<file path="config.mk">
export PLATFORM = sky130hd
export DESIGN_NAME = instr_fetch_unit
export DESIGN_NICKNAME = d
export VERILOG_FILES = /design/src/rtl/cpu_pkg.sv /design/src/rtl/fetch_fifo.sv /design/src/rtl/instr_fetch_unit.sv
export SDC_FILE = /design/constraint.sdc
export NUM_CORES = 1
export LEC_CHECK = 0
export BUFFER_PORTS_ARGS = -buffer_cell sky130_fd_sc_hd__clkbuf_2
export CAP_MARGIN = 20
export CORE_ASPECT_RATIO = 0.5
export CORE_MARGIN = 2
export CORE_UTILIZATION = 49
export DETAILED_ROUTE_END_ITERATION = 10
export GPL_TIMING_DRIVEN = 0
export HOLD_SLACK_MARGIN = 0.05
export PLACE_DENSITY = 0.75
export SLEW_MARGIN = 20
export SYNTH_ARGS = -nofsm -noshare
export SYNTH_HDL_FRONTEND = slang
export SYNTH_HIERARCHICAL = 1
export SYNTH_SLANG_ARGS = --single-unit
</file>
<file path="constraint.sdc">
create_clock -name clk -period 3.15 [get_ports clk]
set_input_delay 0.4725 -clock clk [delete_from_list [all_inputs] [get_ports clk]]
set_output_delay 0.4725 -clock clk [all_outputs]
set_load 0.1 [all_outputs]
</file>
<file path="src/rtl/cpu_pkg.sv">
// Shared definitions for the 8-bit multi-cycle core: widths, opcodes, fetch payload.
package cpu_pkg;

  localparam int unsigned PC_W    = 8;
  localparam int unsigned INSTR_W = 8;

  localparam logic [3:0] OPC_J   = 4'b1000;
  localparam logic [3:0] OPC_JAL = 4'b1001;
  localparam logic [3:0] OPC_BEQ = 4'b1100;
  localparam logic [3:0] OPC_BNE = 4'b1101;

  typedef struct packed {
    logic [PC_W-1:0]    pc;
    logic [INSTR_W-1:0] instr;
  } fetch_entry_t;

  // Branches are PC-relative, jumps carry an absolute target; both wrap mod 256.
  function automatic logic [PC_W-1:0] redirect_target(input logic            rel,
                                                       input logic [PC_W-1:0] pc,
                                                       input logic [PC_W-1:0] off);
    return rel ? PC_W'(pc + off) : off;
  endfunction

endpackage

</file>
<file path="src/rtl/fetch_fifo.sv">
// Prefetch FIFO holding {pc, instr} entries; flush empties it in one cycle.
module fetch_fifo
  import cpu_pkg::*;
#(
  parameter int unsigned DEPTH = 2
) (
  input  logic                                clk,
  input  logic                                rst,
  input  logic                                flush_i,
  input  logic                                push_i,
  input  fetch_entry_t                        push_data_i,
  input  logic                                pop_i,
  output logic [$clog2(DEPTH):0]              count_o,
  output fetch_entry_t                        head_o
);

  localparam int unsigned PTR_W = $clog2(DEPTH);
  localparam int unsigned CNT_W = PTR_W + 1;

  fetch_entry_t     mem_q [DEPTH];
  logic [PTR_W-1:0] wr_ptr_q, wr_ptr_d;
  logic [PTR_W-1:0] rd_ptr_q, rd_ptr_d;
  logic [CNT_W-1:0] count_q,  count_d;

  // Pointers wrap naturally because DEPTH is a power of two.
  always_comb begin
    wr_ptr_d = wr_ptr_q;
    rd_ptr_d = rd_ptr_q;
    count_d  = count_q;
    if (flush_i) begin
      wr_ptr_d = '0;
      rd_ptr_d = '0;
      count_d  = '0;
    end else begin
      if (push_i) wr_ptr_d = wr_ptr_q + PTR_W'(1);
      if (pop_i)  rd_ptr_d = rd_ptr_q + PTR_W'(1);
      count_d = count_q + CNT_W'(push_i) - CNT_W'(pop_i);
    end
  end

  always_ff @(posedge clk) begin
    if (rst) begin
      wr_ptr_q <= '0;
      rd_ptr_q <= '0;
      count_q  <= '0;
    end else begin
      wr_ptr_q <= wr_ptr_d;
      rd_ptr_q <= rd_ptr_d;
      count_q  <= count_d;
    end
  end

  // Payload storage needs no reset; occupancy is tracked by count_q.
  always_ff @(posedge clk) begin
    if (push_i && !flush_i) mem_q[wr_ptr_q] <= push_data_i;
  end

  assign count_o = count_q;
  assign head_o  = mem_q[rd_ptr_q];

endmodule

</file>
<file path="src/rtl/instr_fetch_unit.sv">
// Fetch stage: owns the PC, issues imem reads under a credit rule, buffers results for decode.
// Optional performance counters are enabled by defining IFETCH_PERF_EN.
module instr_fetch_unit
  import cpu_pkg::*;
#(
  parameter logic [PC_W-1:0] RESET_PC   = 8'h00,
  parameter int unsigned     FIFO_DEPTH = 2
) (
  input  logic               clk,
  input  logic               rst,
  output logic               imem_req,
  output logic [PC_W-1:0]    imem_addr,
  input  logic [INSTR_W-1:0] imem_rdata,
  output logic               inst_valid,
  output logic [INSTR_W-1:0] inst_data,
  output logic [PC_W-1:0]    inst_pc,
  input  logic               inst_ready,
  input  logic               redirect_valid,
  input  logic               redirect_rel,
  input  logic [PC_W-1:0]    redirect_pc,
  input  logic [PC_W-1:0]    redirect_off
`ifdef IFETCH_PERF_EN
  ,
  output logic [15:0]        perf_fetch_cnt,
  output logic [15:0]        perf_flush_cnt
`endif
);

  localparam int unsigned CNT_W = $clog2(FIFO_DEPTH) + 1;
  localparam int unsigned CRD_W = CNT_W + 1;

  logic [PC_W-1:0]  fetch_pc_q, fetch_pc_d;
  logic [PC_W-1:0]  pend_pc_q,  pend_pc_d;
  logic             pending_q,  pending_d;
  logic             kill_q,     kill_d;

  logic [CNT_W-1:0] fifo_count;
  fetch_entry_t     fifo_head;
  fetch_entry_t     push_entry;
  logic             pop;
  logic             push;
  logic [CRD_W-1:0] credit_used;

  // Redirect hides the head and blocks the pop so nothing wrong-path reaches decode.
  assign inst_valid  = (fifo_count != '0) && !redirect_valid;
  assign pop         = inst_valid && inst_ready;
  assign credit_used = CRD_W'(pending_q) + CRD_W'(fifo_count) - CRD_W'(pop);
  assign imem_req    = !rst && !redirect_valid && (credit_used < CRD_W'(FIFO_DEPTH));
  assign imem_addr   = fetch_pc_q;
  assign push        = pending_q && !kill_q && !redirect_valid;
  assign push_entry  = '{pc: pend_pc_q, instr: imem_rdata};
  assign inst_data   = fifo_head.instr;
  assign inst_pc     = fifo_head.pc;

  always_comb begin
    fetch_pc_d = fetch_pc_q;
    pend_pc_d  = pend_pc_q;
    pending_d  = imem_req;
    kill_d     = 1'b0;
    if (redirect_valid) begin
      fetch_pc_d = redirect_target(redirect_rel, redirect_pc, redirect_off);
      kill_d     = pending_q;
    end else if (imem_req) begin
      fetch_pc_d = fetch_pc_q + PC_W'(1);
      pend_pc_d  = fetch_pc_q;
    end
  end

  always_ff @(posedge clk) begin
    if (rst) begin
      fetch_pc_q <= RESET_PC;
      pend_pc_q  <= '0;
      pending_q  <= 1'b0;
      kill_q     <= 1'b0;
    end else begin
      fetch_pc_q <= fetch_pc_d;
      pend_pc_q  <= pend_pc_d;
      pending_q  <= pending_d;
      kill_q     <= kill_d;
    end
  end

  fetch_fifo #(
    .DEPTH(FIFO_DEPTH)
  ) u_fifo (
    .clk        (clk),
    .rst        (rst),
    .flush_i    (redirect_valid),
    .push_i     (push),
    .push_data_i(push_entry),
    .pop_i      (pop),
    .count_o    (fifo_count),
    .head_o     (fifo_head)
  );

`ifdef IFETCH_PERF_EN
  logic [15:0] perf_fetch_q, perf_fetch_d;
  logic [15:0] perf_flush_q, perf_flush_d;

  // Saturating event counters.
  always_comb begin
    perf_fetch_d = perf_fetch_q;
    perf_flush_d = perf_flush_q;
    if (pop && perf_fetch_q != 16'hFFFF)            perf_fetch_d = perf_fetch_q + 16'd1;
    if (redirect_valid && perf_flush_q != 16'hFFFF) perf_flush_d = perf_flush_q + 16'd1;
  end

  always_ff @(posedge clk) begin
    if (rst) begin
      perf_fetch_q <= '0;
      perf_flush_q <= '0;
    end else begin
      perf_fetch_q <= perf_fetch_d;
      perf_flush_q <= perf_flush_d;
    end
  end

  assign perf_fetch_cnt = perf_fetch_q;
  assign perf_flush_cnt = perf_flush_q;
`endif

endmodule
</file>
==> results of run 1 <==
[placed cells by master, fill, tap and decap left out, types with 2 or more instances in the layout]
cell,n
clkbuf_2,51
edfxtp_1,32
dfxtp_1,21
nor2_1,14
mux2i_1,11
ha_1,10
mux2_4,10
xnor2_1,8
nor3_1,8
inv_1,7
buf_4,7
nand2_1,6
xor2_1,6
a211oi_1,6
mux2_2,6
clkbuf_8,5
clkbuf_1,3
nor3b_1,3
o21ai_0,3
a21oi_1,3
clkbuf_16,2
nor2_4,2
nor2b_1,2
o2111ai_1,2
nand4b_1,2
nand4_1,2
o221ai_1,2
a31oi_1,2
o22ai_1,2
[through the flow]
step	std cells	power [W]	TNS, ns	util (%)
CTS	340	0.00149	0	64.2
global placement	328	0.00109	-12.40	61.0
finish	342	0.00147	0	64.3
detailed placement	329	0.00110	-0.505	61.2
global route	342	0.00154	0	64.3
floorplan	205	0.00103	-1.55	-
[worst max-delay path: stages]
cell	delay (ns)
buf_8	0.12
clkbuf_16	0.14
nor2_4	0.09
and2_4	0.17
ha_4	0.19
nand2b_4	0.14
fa_2	0.38
xor2_4	0.21
nor3b_4	0.20
nor2b_4	0.21
clkbuf_16	0.22
[Yosys cell counts (2+ instances only)]
| master | n |
|---|---|
| edfxtp_1 | 32 |
| dfxtp_1 | 23 |
| nor2_1 | 16 |
| ha_1 | 11 |
| mux2i_1 | 11 |
| mux2_4 | 10 |
| nor3_1 | 8 |
| xnor2_1 | 8 |
| inv_1 | 7 |
| a211oi_1 | 6 |
| mux2_2 | 6 |
| nand2_1 | 6 |
| xor2_1 | 6 |
| nor3b_1 | 4 |
| a21oi_1 | 3 |
| clkbuf_1 | 3 |
| o21ai_0 | 3 |
| a31oi_1 | 2 |
| buf_12 | 2 |
| fa_1 | 2 |
| nand4_1 | 2 |
| nand4b_1 | 2 |
| nor2b_1 | 2 |
| o2111ai_1 | 2 |
| o221ai_1 | 2 |
| o22ai_1 | 2 |
[repair_timing]
item,CTS,global route
pin swaps,2,6
gates resized for setup,8,2
buffers inserted,3,3
setup endpoints to repair,1,1
hold endpoints to repair,0,0
[area by class of cell]
cell class,count,area [µm²],share of cell area [%]
Multi-Input combinational cell,135,1220,37.4
Tap cell,70,87.6,2.68
Buffer,6,68.8,2.10
Clock buffer,6,72.6,2.22
Inverter,8,30.0,0.918
Sequential cell,55,1430,43.6
Clock inverter,2,16.3,0.497
Timing Repair Buffer,60,348,10.6
[state kept, by name (all words and copies together), names as in the netlist, named ones only]
name             cells
u_fifo/wr_ptr_q      1
u_fifo/mem_q        32
u_fifo/count_o       2
pend_pc_q            8
imem_addr            8
kill_q               1
pending_q            1
u_fifo/rd_ptr_q      1
[worst max path at each step]
stage / cells past startpoint / from / endpoint
after floorplan: 10 / redirect_valid / imem_req
after global routing: 10 / u_fifo/count_o[0] / imem_req
final: 11 / redirect_valid / imem_req
after CTS: 11 / u_fifo/count_o[0] / imem_req
after detailed placement: 12 / redirect_valid / imem_req
after global placement: 5 / redirect_valid / u_fifo/mem_q[0][2]
[logic make-up (layout without fill, tap and decap cells)]
logic type                 count (synthesis)  after routing  synth area share [%]
adders and majority gates                 13             13                  6.62
and+or+nand+nor                           53             53                  11.6
DFF                                       55             55                  52.9
AOI/OAI and AO/OA                         25             25                  6.62
muxes                                     28             28                  12.6
buffers and inverters                     15             82                  3.63
xor gates and xnor gates                  16             16                  6.01
[routing by layer]
metal  wire, µm  vias to the layer above
li1           -                      899
met1       2220                      831
met2       2450                       48
met3        278                        2
met4         34                        0
met5          0                        -
[power groups by stage]
stage | combinational (W) | sequential [W] | clock, W
2_1_floorplan | 0.000154 | 0.000878 | 0
3_3_place_gp | 0.000277 | 0.000814 | 0
3_5_place_dp | 0.000284 | 0.000815 | 0
4_1_cts | 0.000294 | 0.000798 | 0.000394
5_1_grt | 0.000313 | 0.000802 | 0.000423
6_report | 0.000291 | 0.000798 | 0.000382
==> metrics.txt, run 1 <==
P per Cell Area=450 nW/µm²; clock power share=26.0%; Main synth FF type=edfxtp_1; vias in the first global route=1816; Peak VDD IR=0.205 mV; clk root buf=clkbuf_8; Worst Tran Pin Value=0.750 ns; worst-case clock buffer depth=2; num rows=18; first-pass GRT wire length=8310 µm; Filler cells=395; Ant. Diodes=0; distinct cell type count of the synthesized netlist=50; Yosys warnings=6; Final Cycle Share=96.3%; Core Area=5090 µm²; Top Usage Layer GRT=met2; fmax=330 MHz; status=finished clean; Internal Pwr Total=0.00103 W; GRT met1 Usage=21.6%; FF+latch count, synth=55; Reg2Reg Capture Point=pend_pc_q[5]; WHS Path Cells=1; Final Hold Vio Count=0; CP startpoint kind=input pin; Crit. End Element=output port; fin nets=313; Port Buf Inserts=53; syn_nets=around 250; hold buffer count at cts=0; Inserted Clock Buffers=5; final hold slack=0.357 ns; worst skew pair latency=0.30 ns; Area contributors post-synth=edfxtp_1, dfxtp_1, mux2_4; Initial DRC Count=slightly above 70; hold crit path type=in2reg; Critical Path RT=2.68 ns; drt first pass iters=4; via count=1780; worst hold endpoint=u_fifo/mem_q[1][0]; mean area per synthesized cell=approximately 13 µm²; H-tree depth=2; skew final=0.00491 ns; Reg power frac=54.2%; Starting Density=52.8%; reported net switching power=0.000437 W; Sink Count=55; total grt overflow=0; die area=between 6000 and 7000 µm²; RSZ-0062 raised after global routing=false; synthesized area=2690 µm²; dpl cell area=3120 µm²; Die W=109 µm; Worst-path clk slew=approximately 0.09 ns; pin count of the biggest net entering global routing=18; Area Overhead vs Synth=21.9%; placer's final routability congestion estimate=0.803; Post-synth EDFFs=32; pre-CTS setup slack=-0.505 ns; initial antenna violation count=0; CTS tree=built; drt drc=0; post-layout instance area=about 3300 µm²; die height=between 50 and 60 µm; CP arrival=between 2 and 3 ns; Final min period=3.03 ns; gr usage total=17.6%; via/cell ratio=5.20; post-DR wirelength/cell=14.6 µm; R2R setup slack=0.50 ns; DP Wirelength=3750 µm; FFs w/ async S/R, synth=0%; Combinational Power Share=19.8%; RR Startpoint=u_fifo/count_o[0]; switch share=29.7%; met2 usage=between 30% and 40%; hold wc startpoint=imem_rdata[0]; r2r worst-path depth=12; Setup Crit Path Kind=in2out; CP Max Fanout=9; Pleak=~1.4 nW; relative slew slack=49.8%; Final ANT Viol Nets=0; cell count after synthesis=205; Routed WL=between 4000 and 5000 µm; # IOs=55; Max-Cap Viols=0; Slew Limit Fails=0; Final Setup Violations=0; Synth top area share=35.8%; area leader, netlist=edfxtp_1; final setup margin=roughly 0.12 ns; met3 Track Usage GR=4.99%; post-synthesis sequential area ratio=52.9%; share of post-route cells with drive strength above 1=37.5%
Power figures use the tool's default switching activity.
==> run 2, diff against run 1 <==
- PLACE_DENSITY: 0.75 -> 0.76
- SYNTH_HIERARCHICAL: 1 -> default
==> run 2 against run 1 <==
  * Clock-buffer cell count unchanged
  * Register-to-register slack improved by 0.14 ns
  * Combinational power increased by 7.9%
  * Final cell count increased by 3.5%
  * Clock power decreased by 2%
  * Synthesized cell count increased by 7.3%
  * Clock skew decreased by 0.0011 ns
  * Critical path depth increased by 1
  * Cell area decreased by 2.1%
  * Flip-flop and latch count unchanged
  * Routed wire length increased by 4.1%
==> metrics.txt, run 2 <==
Slew Limit Fails=0 (unchanged); Worst-path clk slew=0.09 ns (about the same); Largest register FFs=32 (unchanged); Adder-Cell Fraction of Synth Area=6.75% (+0.13 points); Slowest cell on crit path=fa_2; P per Cell Area=465 nW/µm² (+3.3%); fin nets=325 (+3.8%); Worst path max stage delay=0.54 ns (+0.16 ns); Crit. End Element=output port; Post-synth EDFFs=32 (unchanged); vias in the first global route=1772 (-2.4%); H-tree depth=2 (unchanged); FF+latch count, synth=55 (unchanged); Sink Count=55 (unchanged); die area=6010 µm² (-1.8%); Filler cells=401 (+1.5%); via count=1855 (+4.2%); syn_nets=262 (+6.1%); R2R setup slack=0.64 ns (+0.14 ns); Final Hold Vio Count=0 (unchanged); Yosys warnings=0 (-6); post-layout util=63.5% (-0.79 points); RR Startpoint=u_fifo.count_o[0]; Reg2Reg Capture Point=imem_addr[4]; gr usage total=17.5% (-0.065 points); Inserted Clock Buffers=5 (unchanged); pin count of the biggest net entering global routing=17 (-1); worst skew pair latency=0.30 ns (about the same); placer's final routability congestion estimate=0.844 (+5.0%); area leader, netlist=edfxtp_1; post-synthesis sequential area ratio=54.0% (+1.1 points); Final min period=3.04 ns (+0.00445 ns); xor/xnor share of the synthesized area=4.28% (-1.7 points); total grt overflow=0 (unchanged); Top reg by flops=u_fifo.mem_q; Reg area=1430 µm² (about the same); most frequent cells in the layout=clkbuf_2, edfxtp_1, dfxtp_1, nor2_1, mux2_2; DP Wirelength=3710 µm (-1.0%); clk root buf=clkbuf_8; initial antenna violation count=0 (unchanged); CP Buf/Inv Count=6 (+3); die height=55.8 µm (-0.91%); Core Area=5040 µm² (-0.88%); Critical Path RT=2.68 ns (about the same); Worst Tran Pin Value=0.835 ns (+0.0857 ns); Final Cycle Share=96.4% (+0.14 points); Setup Crit Path Kind=reg2out; fmax=329 MHz (-0.15%); synthesized area=2630 µm² (-2.0%); relative slew slack=44.1% (-5.7 points); Area contributors post-synth=edfxtp_1, dfxtp_1, mux2_2; Max-Cap Viols=0 (unchanged); hold crit path type=in2reg; simple-gate share of the synthesized area=11.0% (-0.53 points); Port Buf Inserts=51 (-3.8%); drt drc=0 (unchanged); r2r worst-path depth=13 (+1); Synth top area share=36.5% (+0.71 points); Sum Neg Setup Slack=0 ns (unchanged); Initial DRC Count=58 (-19%); Starting Density=52.2% (-0.57 points); Area Overhead vs Synth=21.7%; largest family of logic cells by synthesized area=simple AND/OR/NAND/NOR gates; hold wc startpoint=imem_rdata[5]; skew final=0.00380 ns (-0.00111 ns); Ant. Diodes=0 (unchanged); CP arrival=2.56 ns (about the same); proportion of synthesized area in mux cells=10.7% (-1.9 points); CP Max Fanout=9 (unchanged); mean area per synthesized cell=12.0 µm² (-8.6%); cell family with most CP delay=adder cells; multi-input gate area in the final layout=1170 µm² (-4.0%); compound-cell area share of the yosys netlist=9.93% (+3.3 points); worst-case clock buffer depth=2 (unchanged); via/cell ratio=5.24 (+0.68%); Non-Filler Instances=354 (+3.5%); drt first pass iters=4 (unchanged); Main synth FF type=edfxtp_1; distinct cell type count of the synthesized netlist=41 (-18%); CTS tree=built; WHS Path Cells=1 (unchanged); Routed WL=5200 µm (+4.1%); CP startpoint kind=flop; placed cells=341 (+3.6%); Peak VDD IR=0.209 mV (+2.1%); Final Setup Violations=0 (unchanged); num rows=18 (unchanged); Final ANT Viol Nets=0 (unchanged); most common cell after layout, fill and taps aside=clkbuf_2; Synth top cells by count=edfxtp_1, dfxtp_1, nor2_1; post-DR wirelength/cell=14.7 µm (+0.62%); cell count after synthesis=220 (+7.3%); FFs w/ async S/R, synth=0% (unchanged); Pleak=1.36 nW (+0.17%); first-pass GRT wire length=8180 µm (-1.6%); most frequent cell after synthesis=edfxtp_1; share of post-route cells with drive strength above 1=35.6% (-1.9 points); status=finished clean; # IOs=55 (unchanged); Die W=108 µm (-0.94%); worst hold endpoint=u_fifo.mem_q[1][5]; worst-path cell chain=inv_1 > a21oi_4 > and2_4 > ha_4 > inv_2 > nand2_2 > fa_2 > clkbuf_8 > nand3_2 > buf_8 > clkinvlp_4 > clkbuf_16
-- run 2: changes by cell type in the layout (fill, tap and decap cells not counted), sizes merged, moves of 3 or more --
cell	delta
and2	+5
nand2	+3
nand3	+4
nor3	-4
nor3b	-5
o21ai	+4
xnor2	+3
xor2	-6
-- run 2: layout make-up --
type	instances	share of cell area, %
flip-flops and latches	55	44.5
multi-input cells	144	36.6
repair buffers	56	9.77
well taps	70	2.73
clock buffers	6	2.27
plain buffers	9	2.19
inverters	12	1.52
clock inverters	2	0.391
-- run 2: worst max path at each step --
stage,slack (ns),to,cells after the start,startpoint
global placement,0.05,imem_req,12,redirect_valid
CTS,0.03,imem_req,12,u_fifo.count_o[1]
floorplan,-0.28,imem_req,11,redirect_valid
detailed placement,-0.02,imem_req,12,redirect_valid
global route,-0.005,imem_req,12,u_fifo.count_o[0]
finish,0.11,imem_req,12,u_fifo.count_o[0]
-- run 2: cells by family (layout without fill, tap and decap cells) --
group                      count (synthesis)  in the layout
adders and majority gates                 13             13
buffers and inverters                     21             85
DFF                                       55             55
and+or+nand+nor                           57             57
AOI/OAI and AO/OA                         36             36
xor gates and xnor gates                  12             12
muxes                                     26             26
-- run 2: timing repair --
item | in CTS | in global routing
pin swaps | 1 | 1
endpoints found under the setup margin | 1 | 1
cloned | 0 | 0
setup buffers | 1 | 4
gates resized for setup | 4 | 2
hold buffers | 0 | 0
-- run 2: routing by layer --
metal | global-route usage [%] | part of all wire, %
met5 | 0 | 0
met4 | 4.95 | 1.3
met2 | 29.1 | 49
met3 | 3.51 | 4.6
met1 | 23.4 | 45
-- run 2: per-stage QoR --
stage / setup WS (ns) / cell area [µm²] / power (W) / hold WS [ns]
6_report: 0.113 / 3200 / 0.00149 / 0.354
5_1_grt: -0.00545 / 3200 / 0.00156 / 0.335
4_1_cts: 0.0255 / 3170 / 0.00149 / 0.346
3_5_place_dp: -0.0163 / 3050 / 0.00112 / 0.440
3_3_place_gp: 0.0500 / 3050 / 0.00111 / 0.438
2_1_floorplan: -0.281 / 2710 / 0.00106 / 0.425
-- run 2: where the power goes --
group / total (W) / switching, W / internal (W)
registers: 0.000802 / 0.0000207 / 0.000781
logic: 0.000314 / 0.000215 / 0.0000991
clock network: 0.000373 / 0.000217 / 0.000156
total: 0.00149 / 0.000453 / 0.00104
==> run 3, diff against run 2 <==
- REMOVE_ABC_BUFFERS: default -> 1
==> run 3 against run 2 <==
  * Combinational power is 4% lower
  * Hold slack got worse by 0.0066 ns
  * Critical path depth is 1 lower
==> metrics.txt, run 3 (synthesis results as in run 2) <==
CP Max Fanout=3 (-6); relative slew slack=45.7% (+1.6 points); Ant. Diodes=0 (unchanged); worst skew pair latency=0.31 ns (about the same); Worst Tran Pin Value=0.811 ns (-0.0242 ns); Area Overhead vs Synth=19.4%; pin count of the biggest net entering global routing=20 (+3); Reg area=1430 µm² (unchanged); Worst path max stage delay=0.41 ns (-0.13 ns); CP arrival=2.55 ns (about the same); CP Launch Point=u_fifo.count_o[1]; die height=55.8 µm (unchanged); Slowest cell on crit path=fa_2; total grt overflow=0 (unchanged); Sink Count=55 (unchanged); CP startpoint kind=flop; initial antenna violation count=0 (unchanged); pre-CTS setup slack=-0.767 ns (-0.750 ns); CTS tree=built; Final Cycle Share=96.1% (-0.32 points); Starting Density=52.2% (unchanged); fin nets=317 (-2.5%); switch share=29.3% (-1.1 points); Slew Limit Fails=0 (unchanged); final hold slack=0.348 ns (-0.00664 ns); worst-path cell chain=inv_1 > a21oi_2 > and2_1 > ha_1 > inv_1 > nand2_1 > fa_2 > xnor2_4 > nand3_4 > inv_1 > clkbuf_16; CP most frequent cell=inv_1; P per Cell Area=501 nW/µm² (+7.9%); Pleak=1.34 nW (-0.91%); cell family with most CP delay=adder cells; Port Buf Inserts=54 (+5.9%); Filler cells=406 (+1.2%); Final Hold Vio Count=0 (unchanged); Combinational Power Share=19.3% (-1.8 points); Top reg by flops=u_fifo.mem_q; # IOs=55 (unchanged); drt drc=0 (unchanged); Max-Cap Viols=0 (unchanged); skew final=0.00175 ns (-0.00205 ns); gr usage total=16.8% (-0.69 points); clk root buf=clkbuf_8; DP Wirelength=3390 µm (-8.6%); vias in the first global route=1727 (-2.5%); via/cell ratio=5.29 (+0.88%); Sum Neg Setup Slack=0 ns (unchanged); CP Buf/Inv Count=4 (-2); reported net switching power=0.000461 W (+1.9%); Final ANT Viol Nets=0 (unchanged); post-route total power=0.00158 W (+5.9%); clock power share=29.9% (+4.8 points); status=finished clean; hold crit path type=in2reg; Die W=108 µm (unchanged); Critical Path RT=2.68 ns (about the same); final setup margin=0.123 ns (+0.0101 ns); most frequent cells in the layout=clkbuf_2, edfxtp_1, dfxtp_1, nor2_1, mux2_2; H-tree depth=2 (unchanged); hold wc startpoint=imem_rdata[6]; Reg power frac=50.9% (-3.0 points); Final Setup Violations=0 (unchanged); Worst-path clk slew=0.10 ns (about the same); die area=6010 µm² (unchanged); share of post-route cells with drive strength above 1=33.0% (-2.6 points); Setup Crit Path Kind=reg2out; via count=1829 (-1.4%); worst-case clock buffer depth=2 (unchanged); Peak VDD IR=0.218 mV (+4.3%); most common cell after layout, fill and taps aside=clkbuf_2; Core Area=5040 µm² (unchanged); Final min period=3.03 ns (-0.0101 ns); Internal Pwr Total=0.00111 W (+7.6%); Inserted Clock Buffers=5 (unchanged); Initial DRC Count=70 (+21%); RR Startpoint=u_fifo.count_o[1]; Largest register FFs=32 (unchanged); fmax=330 MHz (+0.33%); placer's final routability congestion estimate=0.830 (-1.7%); drt first pass iters=4 (unchanged); Crit. End Element=output port; first-pass GRT wire length=8010 µm (-2.1%); post-DR wirelength/cell=14.0 µm (-4.8%); Routed WL=4830 µm (-7.0%); num rows=18 (unchanged); multi-input gate area in the final layout=1160 µm² (-1.5%)
==> run 3: layout make-up <==
class                   count  area share (%)
multi-input cells         144            36.8
flip-flops and latches     55            45.3
inverters                  12            1.43
clock inverters             3            1.51
repair buffers             57            9.95
clock buffers               5            2.19
well taps                  70            2.79
==> run 3: path summary, 6_finish.rpt <==
| path | to | slack (ns) | depth (start not counted) |
|---|---|---|---|
| worst min register to register | u_fifo.mem_q[1][15] | 0.46 | 0 |
| worst max register to register | imem_addr[6] | 0.48 | 13 |
| worst max-delay path | imem_req | 0.12 | 11 |
| worst min-delay path | u_fifo.mem_q[1][6] | 0.35 | 1 |
==> run 3: power groups by stage <==
stage	registers (W)	logic, W	clock network [W]
after floorplan	0.000882	0.000158	0
after global placement	0.000817	0.000285	0
after detailed placement	0.000819	0.000293	0
after CTS	0.000802	0.000303	0.000479
after global routing	0.000805	0.000324	0.000504
final	0.000801	0.000303	0.000471
==> run 3: layer usage <==
metal  wire, µm  GRT usage (%)  vias to the layer above
li1           -              -                      910
met5          0              0                        -
met2       2260           27.5                       57
met3        241           3.16                       12
met4         82           5.86                        0
met1       2250           22.6                      850
==> run 3: through the flow <==
step | util (%) | instances | area [µm²]
3_5_place_dp | 58.5 | 335 | 2950
4_1_cts | 62.2 | 346 | 3140
2_1_floorplan | - | 211 | 2590
5_1_grt | 62.3 | 346 | 3140
6_report | 62.3 | 346 | 3140
3_3_place_gp | 58.4 | 335 | 2950
==> run 3: timing repair <==
action,CTS,global route
gates resized for setup,8,2
setup buffers,3,0
pin swaps,3,0
setup endpoints to repair,1,1
hold buffers,0,0
